--- config.mk ---
export PLATFORM = sky130hd
export DESIGN_NAME = serial_subtractor
export DESIGN_NICKNAME = d
export VERILOG_FILES = /design/src/rtl/serial_subtractor.sv
export SDC_FILE = /design/constraint.sdc
export NUM_CORES = 1
export LEC_CHECK = 0
export BUFFER_PORTS_ARGS = -buffer_cell sky130_fd_sc_hd__buf_4
export CAP_MARGIN = 20
export CORE_UTILIZATION = 40
export CTS_BUF_LIST = sky130_fd_sc_hd__clkbuf_4
export DETAILED_ROUTE_END_ITERATION = 6
export PLACE_DENSITY_LB_ADDON = 0.3
export REMOVE_ABC_BUFFERS = 1
export SLEW_MARGIN = 25
export SYNTH_ARGS = -nofsm -noshare
export SYNTH_HDL_FRONTEND = slang
export SYNTH_SLANG_ARGS = --single-unit
--- constraint.sdc ---
create_clock -name clk -period 4.05 [get_ports clk]
set_clock_uncertainty 0.05 [all_clocks]
set_input_delay 0.2025 -clock clk [delete_from_list [all_inputs] [get_ports clk]]
set_output_delay 0.2025 -clock clk [all_outputs]
set_load 0.02 [all_outputs]
--- src/rtl/serial_subtractor.sv ---
// Bit-serial WIDTH-bit subtractor (difference = A - B), LSB first, one bit per clock.
// Define SERIAL_SUB_OVF_EN to add a registered two's-complement overflow output.
module serial_subtractor #(
  parameter int WIDTH = 8
) (
  input  logic             clk,
  input  logic             reset,
  input  logic             start,
  input  logic [WIDTH-1:0] A,
  input  logic [WIDTH-1:0] B,
  output logic             busy,
  output logic             done,
  output logic [WIDTH-1:0] difference,
`ifdef SERIAL_SUB_OVF_EN
  output logic             overflow,
`endif
  output logic             borrow
);

  localparam int CW = (WIDTH > 2) ? $clog2(WIDTH) : 1;
  localparam logic [CW-1:0] CNT_LAST = CW'(WIDTH - 1);
  localparam logic [CW-1:0] CNT_ONE  = CW'(1);

  typedef enum logic [1:0] {
    IDLE  = 2'd0,
    SHIFT = 2'd1,
    DONE  = 2'd2
  } state_t;

  state_t           state_q;
  logic [WIDTH-1:0] a_sh_q;
  logic [WIDTH-1:0] b_sh_q;
  logic [WIDTH-1:0] res_q;
  logic [CW-1:0]    cnt_q;
  logic             bin_q;
  logic             busy_q;
  logic             done_q;
  logic [WIDTH-1:0] difference_q;
  logic             borrow_q;

  logic [1:0]       step_d;
  logic             bit_d;
  logic             bout_d;
  logic [WIDTH-1:0] res_d;

  // Half-subtractor cell extended with the incoming borrow; returns {borrow_out, diff}.
  function automatic logic [1:0] fsub_step(input logic a, input logic b, input logic bin);
    logic hd;
    logic hb;
    hd = a ^ b;
    hb = ~a & b;
    return {hb | (~hd & bin), hd ^ bin};
  endfunction

  // Current bit's difference/borrow and the result register after shifting it in.
  always_comb begin
    step_d = fsub_step(a_sh_q[0], b_sh_q[0], bin_q);
    bit_d  = step_d[0];
    bout_d = step_d[1];
    res_d  = {bit_d, res_q[WIDTH-1:1]};
  end

`ifdef SERIAL_SUB_OVF_EN
  logic a_msb_q;
  logic b_msb_q;
  logic overflow_q;

  // Operand sign capture and overflow result, registered alongside difference.
  always_ff @(posedge clk) begin
    if (reset) begin
      a_msb_q    <= 1'b0;
      b_msb_q    <= 1'b0;
      overflow_q <= 1'b0;
    end else if (state_q == IDLE && start) begin
      a_msb_q <= A[WIDTH-1];
      b_msb_q <= B[WIDTH-1];
    end else if (state_q == SHIFT && cnt_q == CNT_LAST) begin
      // bit_d here is the final result MSB
      overflow_q <= (a_msb_q != b_msb_q) && (bit_d != a_msb_q);
    end else begin
      overflow_q <= overflow_q;
    end
  end

  assign overflow = overflow_q;
`endif

  // Control FSM, operand/result shift registers and registered outputs.
  always_ff @(posedge clk) begin
    if (reset) begin
      state_q      <= IDLE;
      a_sh_q       <= '0;
      b_sh_q       <= '0;
      res_q        <= '0;
      cnt_q        <= '0;
      bin_q        <= 1'b0;
      busy_q       <= 1'b0;
      done_q       <= 1'b0;
      difference_q <= '0;
      borrow_q     <= 1'b0;
    end else begin
      done_q <= 1'b0;
      case (state_q)
        IDLE: begin
          if (start) begin
            a_sh_q  <= A;
            b_sh_q  <= B;
            res_q   <= '0;
            cnt_q   <= '0;
            bin_q   <= 1'b0;
            busy_q  <= 1'b1;
            state_q <= SHIFT;
          end else begin
            state_q <= IDLE;
          end
        end
        SHIFT: begin
          a_sh_q <= {1'b0, a_sh_q[WIDTH-1:1]};
          b_sh_q <= {1'b0, b_sh_q[WIDTH-1:1]};
          res_q  <= res_d;
          bin_q  <= bout_d;
          if (cnt_q == CNT_LAST) begin
            busy_q       <= 1'b0;
            done_q       <= 1'b1;
            difference_q <= res_d;
            borrow_q     <= bout_d;
            state_q      <= DONE;
          end else begin
            cnt_q   <= cnt_q + CNT_ONE;
            state_q <= SHIFT;
          end
        end
        DONE: begin
          state_q <= IDLE;
        end
        default: begin
          busy_q  <= 1'b0;
          state_q <= IDLE;
        end
      endcase
    end
  end

  assign busy       = busy_q;
  assign done       = done_q;
  assign difference = difference_q;
  assign borrow     = borrow_q;

endmodule

==> results of run 1 <==
[flip-flops by register name, summed over array words and instances (netlist names)]
register    count
b_sh_q          8
busy            1
res_q           7
state_q         2
borrow          1
done            1
bin_q           1
difference      8
a_sh_q          8
cnt_q           3
[layout make-up]
cell class,instances,area (um^2)
sequential,40,801
timing repair buffer,30,225
tap,50,62.6
clock inverter,1,3.75
inverter,4,15.0
fill,406,2110
clock buffer,7,52.6
multi-input combinational,116,817
[through the flow]
step           worst slack [ns]  std cells
2_1_floorplan              2.05        160
3_3_place_gp               2.27        240
3_5_place_dp               2.18        240
4_1_cts                    2.16        248
5_1_grt                    1.99        248
6_report                   2.14        248
[how the worst max path moves through the flow]
| stage | from | slack (ns) | to |
|---|---|---|---|
| finish | cnt_q[0] | 2.14 | borrow |
| global route | cnt_q[0] | 1.99 | borrow |
| CTS | cnt_q[0] | 2.16 | borrow |
| detailed placement | cnt_q[0] | 2.18 | borrow |
| global placement | cnt_q[0] | 2.27 | borrow |
| floorplan | state_q[0] | 2.05 | difference[0] |
[cell usage after synthesis (all sizes together) (2+ instances only)]
master	instances	share of area, %
mux2i	16	9.2
clkbuf	6	1.5
dfxtp	40	46
nand2	11	2.4
nor2	29	7.1
inv	4	0.86
a31oi	3	1.1
nand3	12	3.4
a22oi	10	4.3
ha	2	1.4
a211oi	14	10
buf	9	5.1
a21oi	10	2.9
[critical path, cell delays in order (launching register included)]
cell and delay (ns):
sky130_fd_sc_hd__dfxtp_1 0.40, sky130_fd_sc_hd__ha_1 0.17, sky130_fd_sc_hd__ha_1 0.46, sky130_fd_sc_hd__nand3b_1 0.40
sky130_fd_sc_hd__mux2i_1 0.26, sky130_fd_sc_hd__nor2_1 0.05
[per-layer routing]
metal,track usage [%],up-vias,wire (um)
li1,-,657,-
met1,17.9,622,1360
met2,26.3,24,1600
met3,4.83,7,145
met4,7.81,0,65
met5,0,-,0
[cell usage in the layout, fill, tap and decap left out, types with 3 or more instances in the layout]
cell and instances:
sky130_fd_sc_hd__a211oi_2 14, sky130_fd_sc_hd__inv_1 4, sky130_fd_sc_hd__mux2i_1 16, sky130_fd_sc_hd__dfxtp_1 40, sky130_fd_sc_hd__nand3_1 12, sky130_fd_sc_hd__a21oi_1 10, sky130_fd_sc_hd__a22oi_1 10, sky130_fd_sc_hd__a31oi_1 3
sky130_fd_sc_hd__nand2_1 11, sky130_fd_sc_hd__buf_4 30, sky130_fd_sc_hd__clkbuf_4 7, sky130_fd_sc_hd__nor2_1 23, sky130_fd_sc_hd__nor2_2 6
[cells by family after synthesis]
| logic type | after synthesis | synth area share [%] |
|---|---|---|
| AOI/OAI and AO/OA | 40 | 20.1 |
| and+or+nand+nor | 57 | 14.9 |
| buffers and inverters | 19 | 7.51 |
| muxes | 16 | 9.16 |
| DFF | 40 | 45.8 |
| adders and majority gates | 3 | 2.57 |
[power by group through the flow]
stage | Clock [mW] | Sequential (mW) | Combinational [mW]
finish | 0.205 | 0.421 | 0.0927
global route | 0.230 | 0.424 | 0.102
CTS | 0.213 | 0.421 | 0.0941
detailed placement | 0 | 0.430 | 0.0939
global placement | 0 | 0.429 | 0.0905
floorplan | 0 | 0.434 | 0.0551
==> PnR_summary.wiki, run 1 <==
{| class="wikitable"
! Metric !! Value
|-
| Outcome || completed
|-
| Die outline area || 4640 um^2
|-
| Number of vias after detailed routing || 1,310
|-
| Number of DRC violations after detailed routing || 0
|-
| Count of port buffers added during placement || 29
|-
| Largest net degree at the start of global routing || 41
|-
| DRT Pass-1 Iters || 4
|-
| Via count of the first global-routing pass || 1,186
|-
| Iteration-0 DRC Markers || 52
|-
| Number of enable flip-flop cells after synthesis || 0
|-
| CTS Hold Bufs || 0
|-
| Avg Synthesized Cell Area || 10.0 um^2
|-
| Kind of path behind the tightest hold check || input port to flip-flop
|-
| Reg clk slew, reported paths || 0.11 ns
|-
| CTS sink cnt || 40
|-
| Origin of the critical flop-to-flop path || cnt_q[0]
|-
| Slew @ Worst Pin || 0.970 ns
|-
| Unrepaired setup endpoints after global routing || false
|-
| Number of pins exceeding their max-slew limit in the final report || 0
|-
| Layout Utilization || 48.4%
|-
| Number of I/O pins || 30
|-
| Hold Fails Final Rpt || 0
|-
| Max-cap check violation count || 0
|-
| Leakage Power || 0.777 nW
|-
| Shortest period the worst path allows || 1.91 ns
|-
| Sum of overflow across all layers after global routing || 0
|-
| CORE AREA || 4090 um^2
|-
| Sequential fraction of the synthesis area || 45.8%
|-
| Total power consumption of the routed design || 0.719 mW
|-
| WP data required || 4.22 ns
|-
| Clock power frac || 28.5%
|-
| Final period utilization || 47.1%
|-
| Placed inst area || 1920 um^2
|-
| Starting utilization of the core area || 42.8%
|-
| Int Power || 0.533 mW
|-
| Max-Slew Margin vs Limit || 35.2%
|-
| Worst-case hold slack || 0.0450 ns
|-
| Seq cells post-synth || 40
|-
| Share of power burned in combinational logic || 12.9%
|-
| Net switching share of the total power || 25.8%
|-
| Antenna diode instance count || 0
|-
| Number of stages on the worst hold path || 3
|-
| Net switching power figure || 0.185 mW
|-
| Relative area change from synthesis to final layout || 13.0%
|-
| Average routed wire per standard cell || 12.8 um
|-
| Number of cells produced by synthesis || 175
|-
| Final-layout setup total negative slack || 0 ns
|-
| Post-route ant nets || 0
|-
| Slack of the worst reg-to-reg path || 2.14 ns
|-
| Capturing element type of the critical path || flip-flop
|-
| Share of layout cells above drive strength 1 || 29.8%
|-
| TritonCTS Buffers || 5
|-
| R2r endpoint || borrow
|-
| Number of setup violations in the final report || 0
|-
| Min-delay src || B[7]
|-
| Antenna violations before repair || 0
|-
| Cell Pwr Density || 363 nW/um^2
|-
| Worst min-delay path endpoint || b_sh_q[7]
|-
| Clock latency reported for the late side of the worst-skew pair || 0.35 ns
|-
| Global-route wire length before repair || 5320 um
|-
| Post-cts sizing count || 0
|-
| Peak supply drop || 0.185 mV
|-
| Horizontal die dimension || 68.1 um
|-
| Number of placement rows || 23
|-
| Buffer type at the clock tree root || sky130_fd_sc_hd__clkbuf_4
|-
| Last weighted congestion value of the routability-driven placer || 0.661
|-
| Via density per instance || 5.28
|-
| Startpoint type of the worst setup path || flip-flop
|-
| Share of synthesized flip-flops with an asynchronous set or reset || 0%
|-
| Cell area after synthesis || 1750 um^2
|-
| Arrival time of the worst setup path || 2.08 ns
|-
| Global router's overall resource usage || 15.7%
|-
| CTS tree || done
|-
| Number of levels in the clock H-tree || 2
|-
| Top flip-flop cell by instance count after synthesis || sky130_fd_sc_hd__dfxtp_1
|-
| Chip height || 68.1 um
|-
| Final wirelength || 3180 um
|-
| Maximum clock frequency || 0.525 GHz
|-
| Maximum net fanout on the critical path || 16
|-
| Number of buffers inserted by post-CTS setup repair || 0
|-
| Syn. warnings || 0
|-
| DP Wirelength || 2170 um
|-
| Maximum buffer depth of the clock tree || 2
|-
| Number of nets at the end of the flow || 219
|-
| Logic depth of the worst register-to-register path || 5
|-
| Critical path start-end classification || flip-flop to flip-flop
|-
| Count of distinct cell types in the synthesized netlist || 27
|-
| Post-route standard cell area excluding fillers || 1980 um^2
|-
| Relative contribution of sequential cells to total power || 58.6%
|}
(Power assumes the default switching activity.)
==> run 2: changes to the inputs <==
- clock period: 4.05 -> 1.67 ns (I/O delays scaled with it)
==> run 2 against run 1 <==
  * Critical path depth grew 1
  * Sequential cell count is the same
  * Non-clock buffer count grew 5
  * Worst setup slack lost 2.0 ns
  * Largest power group unchanged
  * Core utilization grew 1.3 points
==> PnR_summary.wiki, run 2 (synthesized netlist as in run 1, its figures left out) <==
{| class="wikitable"
! Metric !! Value
|-
| Most common cell after layout, fill and taps aside || sky130_fd_sc_hd__dfxtp_1
|-
| Placed inst area || 1940 um^2 (+1.2%)
|-
| Crit path from || cnt_q[0]
|-
| CORE AREA || 4090 um^2 (unchanged)
|-
| Number of nets at the end of the flow || 225 (+2.7%)
|-
| Post-route ant nets || 0 (unchanged)
|-
| Number of stages on the worst hold path || 3 (unchanged)
|-
| Clock power frac || 27.2% (-1.3 points)
|-
| Critical-path cell with the highest stage delay || sky130_fd_sc_hd__dfxtp_1
|-
| Number of levels in the clock H-tree || 2 (unchanged)
|-
| Die outline area || 4640 um^2 (unchanged)
|-
| WP data required || 1.85 ns (-2.37 ns)
|-
| Max-cap check violation count || 0 (unchanged)
|-
| Net switching power figure || 0.467 mW (+150%)
|-
| Worst min-delay path endpoint || state_q[0]
|-
| Post-route standard cell area excluding fillers || 2030 um^2 (+2.6%)
|-
| Min-delay src || start
|-
| DRT Pass-1 Iters || 4 (unchanged)
|-
| Slack of the worst reg-to-reg path || 0.11 ns (-2.03 ns)
|-
| Layout fillers || 404 (-0.49%)
|-
| Reg clk slew, reported paths || 0.12 ns (about the same)
|-
| Number of placement rows || 23 (unchanged)
|-
| Int Power || 1.26 mW (+140%)
|-
| Hold Fails Final Rpt || 0 (unchanged)
|-
| Share of power burned in combinational logic || 13.3% (+0.4 points)
|-
| Antenna diode instance count || 0 (unchanged)
|-
| R2r endpoint || difference[1]
|-
| Global-route wire length before repair || 5240 um (-1.5%)
|-
| Outcome || completed
|-
| Cell Pwr Density || 852 nW/um^2 (+130%)
|-
| Chip height || 68.1 um (unchanged)
|-
| Arrival time of the worst setup path || 1.74 ns (-0.34 ns)
|-
| Critical path start-end classification || flip-flop to flip-flop
|-
| Final period utilization || 93.4% (+46 points)
|-
| Relative area change from synthesis to final layout || 16.0%
|-
| Starting utilization of the core area || 42.8% (unchanged)
|-
| Iteration-0 DRC Markers || 59 (+13%)
|-
| Total power consumption of the routed design || 1.73 mW (+140%)
|-
| Number of I/O pins || 30 (unchanged)
|-
| CTS tree || done
|-
| Leakage Power || 0.798 nW (+2.7%)
|-
| Slew @ Worst Pin || 0.580 ns (-0.389 ns)
|-
| Antenna violations before repair || 0 (unchanged)
|-
| Share of layout cells above drive strength 1 || 31.9% (+2.1 points)
|-
| Number of vias after detailed routing || 1,314 (+0.31%)
|-
| Maximum net fanout on the critical path || 9 (-7)
|-
| Sum of overflow across all layers after global routing || 0 (unchanged)
|-
| Max-Slew Margin vs Limit || 61.3% (+26 points)
|-
| Maximum buffer depth of the clock tree || 2 (unchanged)
|-
| Shortest period the worst path allows || 1.56 ns (-0.346 ns)
|-
| Cell Count Post-Placement || 243 (+1.3%)
|-
| Peak supply drop || 0.320 mV (+74%)
|-
| Capturing element type of the critical path || flip-flop
|-
| Relative contribution of sequential cells to total power || 59.5% (+0.9 points)
|-
| Global router's overall resource usage || 15.6% (-0.094 points)
|-
| Number of buffers inserted by post-CTS setup repair || 0 (unchanged)
|-
| Horizontal die dimension || 68.1 um (unchanged)
|-
| DP Wirelength || 2210 um (+2.2%)
|-
| Worst-path cell chain || ha_1 > ha_2 > nand3b_1 > buf_4 > nand2_1 > a21oi_1
|-
| Commonest non-fill, non-tap cells in the layout || sky130_fd_sc_hd__dfxtp_1 (39), sky130_fd_sc_hd__buf_4 (33), sky130_fd_sc_hd__nor2_1 (23), sky130_fd_sc_hd__mux2i_1 (16), sky130_fd_sc_hd__a211oi_2 (14)
|-
| Number of setup violations in the final report || 0 (unchanged)
|-
| Logic depth of the worst register-to-register path || 6 (+1)
|-
| Kind of path behind the tightest hold check || input port to flip-flop
|-
| Via count of the first global-routing pass || 1,175 (-0.93%)
|-
| Sequential cell area in the final layout || 802 um^2 (+0.16%)
|-
| Last weighted congestion value of the routability-driven placer || 0.725 (+9.7%)
|-
| TritonCTS Buffers || 5 (unchanged)
|-
| Maximum clock frequency || 0.641 GHz (+22%)
|-
| CTS sink cnt || 40 (unchanged)
|-
| Origin of the critical flop-to-flop path || cnt_q[0]
|-
| Final wirelength || 3350 um (+5.3%)
|-
| Largest net degree at the start of global routing || 41 (unchanged)
|-
| Worst-case hold slack || 0.0271 ns (-0.0179 ns)
|-
| Buffer type at the clock tree root || sky130_fd_sc_hd__clkbuf_4
|-
| Number of pins exceeding their max-slew limit in the final report || 0 (unchanged)
|-
| Area of the multi-input gates || 830 um^2 (+1.5%)
|-
| Clock latency reported for the late side of the worst-skew pair || 0.36 ns (about the same)
|-
| Startpoint type of the worst setup path || flip-flop
|-
| Worst path max stage delay || 0.40 ns (-0.06 ns)
|-
| Count of port buffers added during placement || 29 (unchanged)
|-
| Unrepaired setup endpoints after global routing || false
|-
| Number of DRC violations after detailed routing || 0 (unchanged)
|-
| Final instance count without filler cells || 254 (+2.4%)
|-
| Via density per instance || 5.17 (-2.1%)
|-
| Average routed wire per standard cell || 13.2 um (+2.8%)
|-
| Net switching share of the total power || 27.0% (+1.3 points)
|}
run 2: cell count changes in the layout (fill, tap and decap cells not counted):
cell,previous run,this run
sky130_fd_sc_hd__ha_1,2,1
sky130_fd_sc_hd__o21ba_2,0,1
sky130_fd_sc_hd__clkbuf_4,7,5
sky130_fd_sc_hd__ha_2,0,1
sky130_fd_sc_hd__dfxtp_2,0,1
sky130_fd_sc_hd__dfxtp_1,40,39
sky130_fd_sc_hd__dlygate4sd3_1,0,2
sky130_fd_sc_hd__buf_4,30,33
sky130_fd_sc_hd__clkinv_2,0,2
run 2: per-stage QoR:
stage | utilization (%) | setup slack (ns) | setup TNS, ns
finish | 49.6 | 0.110 | 0
global route | 49.6 | 0.0123 | 0
CTS | 49.3 | 0.0346 | 0
detailed placement | 47.6 | 0.0541 | 0
global placement | 47.6 | 0.157 | 0
floorplan | - | -0.335 | -7.48
run 2: worst max-delay path by stage:
stage | to | slack (ns)
after CTS | difference[0] | 0.03
after detailed placement | difference[7] | 0.05
after floorplan | difference[0] | -0.33
final | difference[1] | 0.11
after global placement | a_sh_q[0] | 0.16
after global routing | difference[2] | 0.01
run 2: what timing repair did:
item	in CTS	in global routing
gates resized for setup	0	2
hold buffers	2	0
endpoints found under the setup margin	0	22
endpoints found under the hold margin	2	0
run 2: critical path: cells and delay by family (launching register included):
| kind | cells | cell delay (ns) |
|---|---|---|
| fa+ha+maj | 2 | 0.45 |
| simple gates | 2 | 0.25 |
| compound gates | 1 | 0.06 |
| buf+inv | 1 | 0.21 |
| flops | 1 | 0.40 |
run 2: layout make-up:
| type | instances | share of cell area, % |
|---|---|---|
| inverter | 4 | 0.740 |
| sequential | 40 | 39.5 |
| clock buffer | 5 | 1.85 |
| multi-input combinational | 117 | 40.9 |
| timing repair buffer | 35 | 13.2 |
| tap | 50 | 3.08 |
| clock inverter | 3 | 0.679 |
run 2: per-layer routing:
metal | up-vias | global-route usage (%) | share of wire, %
li1 | 670 | - | -
met1 | 618 | 17.9 | 46
met2 | 20 | 26.0 | 48
met3 | 6 | 5.00 | 3.4
met4 | 0 | 7.81 | 2.1
met5 | - | 0 | 0
run 2: power groups by stage:
| stage | clock (mW) | sequential (mW) | combinational [mW] |
|---|---|---|---|
| after detailed placement | 0 | 1.05 | 0.225 |
| final | 0.469 | 1.03 | 0.230 |
| after CTS | 0.490 | 1.03 | 0.230 |
| after global routing | 0.533 | 1.04 | 0.252 |
| after global placement | 0 | 1.05 | 0.217 |
| after floorplan | 0 | 1.05 | 0.134 |
==> run 3: changes to the inputs <==
- CTS_BUF_LIST: sky130_fd_sc_hd__clkbuf_4 -> sky130_fd_sc_hd__clkbuf_16
- SLEW_MARGIN: 25 -> unset
- clock period: 1.67 -> 1.5 ns (I/O delays scaled with it)
==> run 3 against run 2 <==
  * Maximum frequency is 8.0% higher
  * Final cell count increased by 1.2%
  * Clock power up 150%
  * Clock-buffer cell count unchanged
  * Worst hold slack improved by 0.069 ns
  * Design area rose by 7.3%
  * Core utilization is 3.6 points higher
  * Sequential power grew 11%
  * Combinational power up 16%
  * Sequential share of layout area is 2.6 points lower
  * Largest cell class unchanged
==> PnR_summary.wiki, run 3 (synthesized netlist as in run 1, its figures left out) <==
{| class="wikitable"
! Metric !! Value
|-
| Slew @ Worst Pin || 0.480 ns (-0.101 ns)
|-
| CTS sink cnt || 40 (unchanged)
|-
| Antenna diode instance count || 0 (unchanged)
|-
| Post-route ant nets || 0 (unchanged)
|-
| CTS tree || done
|-
| Commonest non-fill, non-tap cells in the layout || sky130_fd_sc_hd__dfxtp_1 (38), sky130_fd_sc_hd__buf_4 (35), sky130_fd_sc_hd__nor2_1 (23), sky130_fd_sc_hd__mux2i_1 (16), sky130_fd_sc_hd__a211oi_2 (14)
|-
| Layout fillers || 371 (-8.2%)
|-
| Number of vias after detailed routing || 1,329 (+1.1%)
|-
| Via density per instance || 5.17 (about the same)
|-
| Final Worst Setup Slack || 0.0561 ns (-0.0539 ns)
|-
| Hold Fails Final Rpt || 0 (unchanged)
|-
| Maximum net fanout on the critical path || 4 (-5)
|-
| Worst-case hold slack || 0.0962 ns (+0.0690 ns)
|-
| Peak supply drop || 0.627 mV (+96%)
|-
| Shortest period the worst path allows || 1.44 ns (-0.116 ns)
|-
| Final instance count without filler cells || 257 (+1.2%)
|-
| Origin of the critical flop-to-flop path || cnt_q[0]
|-
| Cell Pwr Density || 1180 nW/um^2 (+38%)
|-
| Sum of overflow across all layers after global routing || 0 (unchanged)
|-
| Average routed wire per standard cell || 12.8 um (-2.6%)
|-
| Max-Slew Margin vs Limit || 68.0% (+6.7 points)
|-
| Kind of path behind the tightest hold check || input port to flip-flop
|-
| Count of port buffers added during placement || 29 (unchanged)
|-
| Clock latency reported for the late side of the worst-skew pair || 0.28 ns (-0.08 ns)
|-
| Startpoint type of the worst setup path || flip-flop
|-
| Iteration-0 DRC Markers || 74 (+25%)
|-
| Layout Utilization || 53.3% (+3.6 points)
|-
| Crit path from || cnt_q[0]
|-
| Number of placement rows || 23 (unchanged)
|-
| Cell Count Post-Placement || 246 (+1.2%)
|-
| Capturing element type of the critical path || flip-flop
|-
| Number of pins exceeding their max-slew limit in the final report || 0 (unchanged)
|-
| Global-route wire length before repair || 5570 um (+6.3%)
|-
| Number of nets at the end of the flow || 228 (+1.3%)
|-
| Number of setup violations in the final report || 0 (unchanged)
|-
| Largest net degree at the start of global routing || 41 (unchanged)
|-
| Maximum buffer depth of the clock tree || 2 (unchanged)
|-
| Global router's overall resource usage || 16.3% (+0.64 points)
|-
| Final wirelength || 3300 um (-1.4%)
|-
| TritonCTS Buffers || 5 (unchanged)
|-
| Final period utilization || 96.3% (+2.8 points)
|-
| Last weighted congestion value of the routability-driven placer || 0.707 (-2.5%)
|-
| Number of I/O pins || 30 (unchanged)
|-
| Unrepaired setup endpoints after global routing || false
|-
| Starting utilization of the core area || 42.8% (unchanged)
|-
| Arrival time of the worst setup path || 1.54 ns (-0.20 ns)
|-
| DP Wirelength || 2330 um (+5.4%)
|-
| Min-delay src || start
|-
| Worst-case setup slack after placement || 0.0579 ns (+0.00375 ns)
|-
| Number of DRC violations after detailed routing || 0 (unchanged)
|-
| Horizontal die dimension || 68.1 um (unchanged)
|-
| Die outline area || 4640 um^2 (unchanged)
|-
| Share of layout cells above drive strength 1 || 33.3% (+1.5 points)
|-
| Max-cap check violation count || 0 (unchanged)
|-
| Reg clk slew, reported paths || 0.06 ns (-0.06 ns)
|-
| Antenna violations before repair || 0 (unchanged)
|-
| Leakage Power || 0.871 nW (+9.2%)
|-
| Via count of the first global-routing pass || 1,291 (+9.9%)
|-
| CORE AREA || 4090 um^2 (unchanged)
|-
| Maximum clock frequency || 0.693 GHz (+8.0%)
|-
| Number of levels in the clock H-tree || 2 (unchanged)
|-
| Most common cell after layout, fill and taps aside || sky130_fd_sc_hd__dfxtp_1
|-
| Chip height || 68.1 um (unchanged)
|-
| WP data required || 1.60 ns (-0.25 ns)
|-
| DRT Pass-1 Iters || 4 (unchanged)
|-
| Relative area change from synthesis to final layout || 24.5%
|-
| Outcome || completed
|-
| Critical path start-end classification || flip-flop to flip-flop
|-
| Buffer type at the clock tree root || sky130_fd_sc_hd__clkbuf_16
|}
-- run 3: cell types whose count changed in the layout (fill, tap and decap cells not counted), sizes merged --
| cell | previous run | this run |
|---|---|---|
| bufinv | 0 | 1 |
| o21ba | 2 | 1 |
| clkinv | 3 | 1 |
| inv | 4 | 5 |
| buf | 33 | 37 |
-- run 3: worst paths after layout --
path                                       to  slack, ns  cells past startpoint
worst max-delay path                   borrow       0.06                      6
worst max register to register         borrow       0.06                      6
worst min register to register  difference[2]       0.41                      2
worst min-delay path               state_q[0]        0.1                      3
-- run 3: final cells by class --
cell class	count	area, um^2	share of cell area, %
clock inverters	3	38.8	1.78
inverters	4	15.0	0.690
clock buffers	5	125	5.75
multi-input cells	116	827	38.0
flip-flops and latches	40	803	36.9
well taps	50	62.6	2.87
repair buffers	39	305	14.0
-- run 3: critical path, cell delays in order, from the launching register on --
cell                       delay [ns]
sky130_fd_sc_hd__dfxtp_2         0.33
sky130_fd_sc_hd__ha_1            0.20
sky130_fd_sc_hd__ha_2            0.20
sky130_fd_sc_hd__nand3b_1        0.16
sky130_fd_sc_hd__buf_4           0.14
sky130_fd_sc_hd__mux2i_1         0.17
sky130_fd_sc_hd__nor2_1          0.06
-- run 3: repair_timing --
action / CTS / global route
setup endpoints to repair: 0 / 16
setup buffers: 0 / 1
gates resized for setup: 0 / 7
hold endpoints to repair: 2 / 0
hold buffers: 2 / 0
-- run 3: report_power, final --
| part | switching, mW | leakage, nW | total [mW] | internal (mW) |
|---|---|---|---|---|
| combinational | 0.140 | 0.458 | 0.266 | 0.126 |
| clock | 0.386 | 0.0850 | 1.16 | 0.774 |
| sequential | 0.0313 | 0.328 | 1.14 | 1.11 |
-- run 3: per-stage QoR --
step	power, mW	instance area [um^2]	setup TNS [ns]
finish	2.57	2180	0
global route	2.68	2180	0
CTS	2.60	2150	0
detailed placement	1.43	1970	0
global placement	1.41	1970	0
floorplan	1.32	1630	-13.73
-- run 3: routing by layer --
metal	GRT usage (%)	part of all wire (%)	routed length (um)	vias to the layer above
met2	28.2	53	1740	23
met3	3.00	3.0	98	5
met1	19.1	43	1430	627
met5	0	0	0	-
li1	-	-	-	674
met4	7.81	0.94	31	0
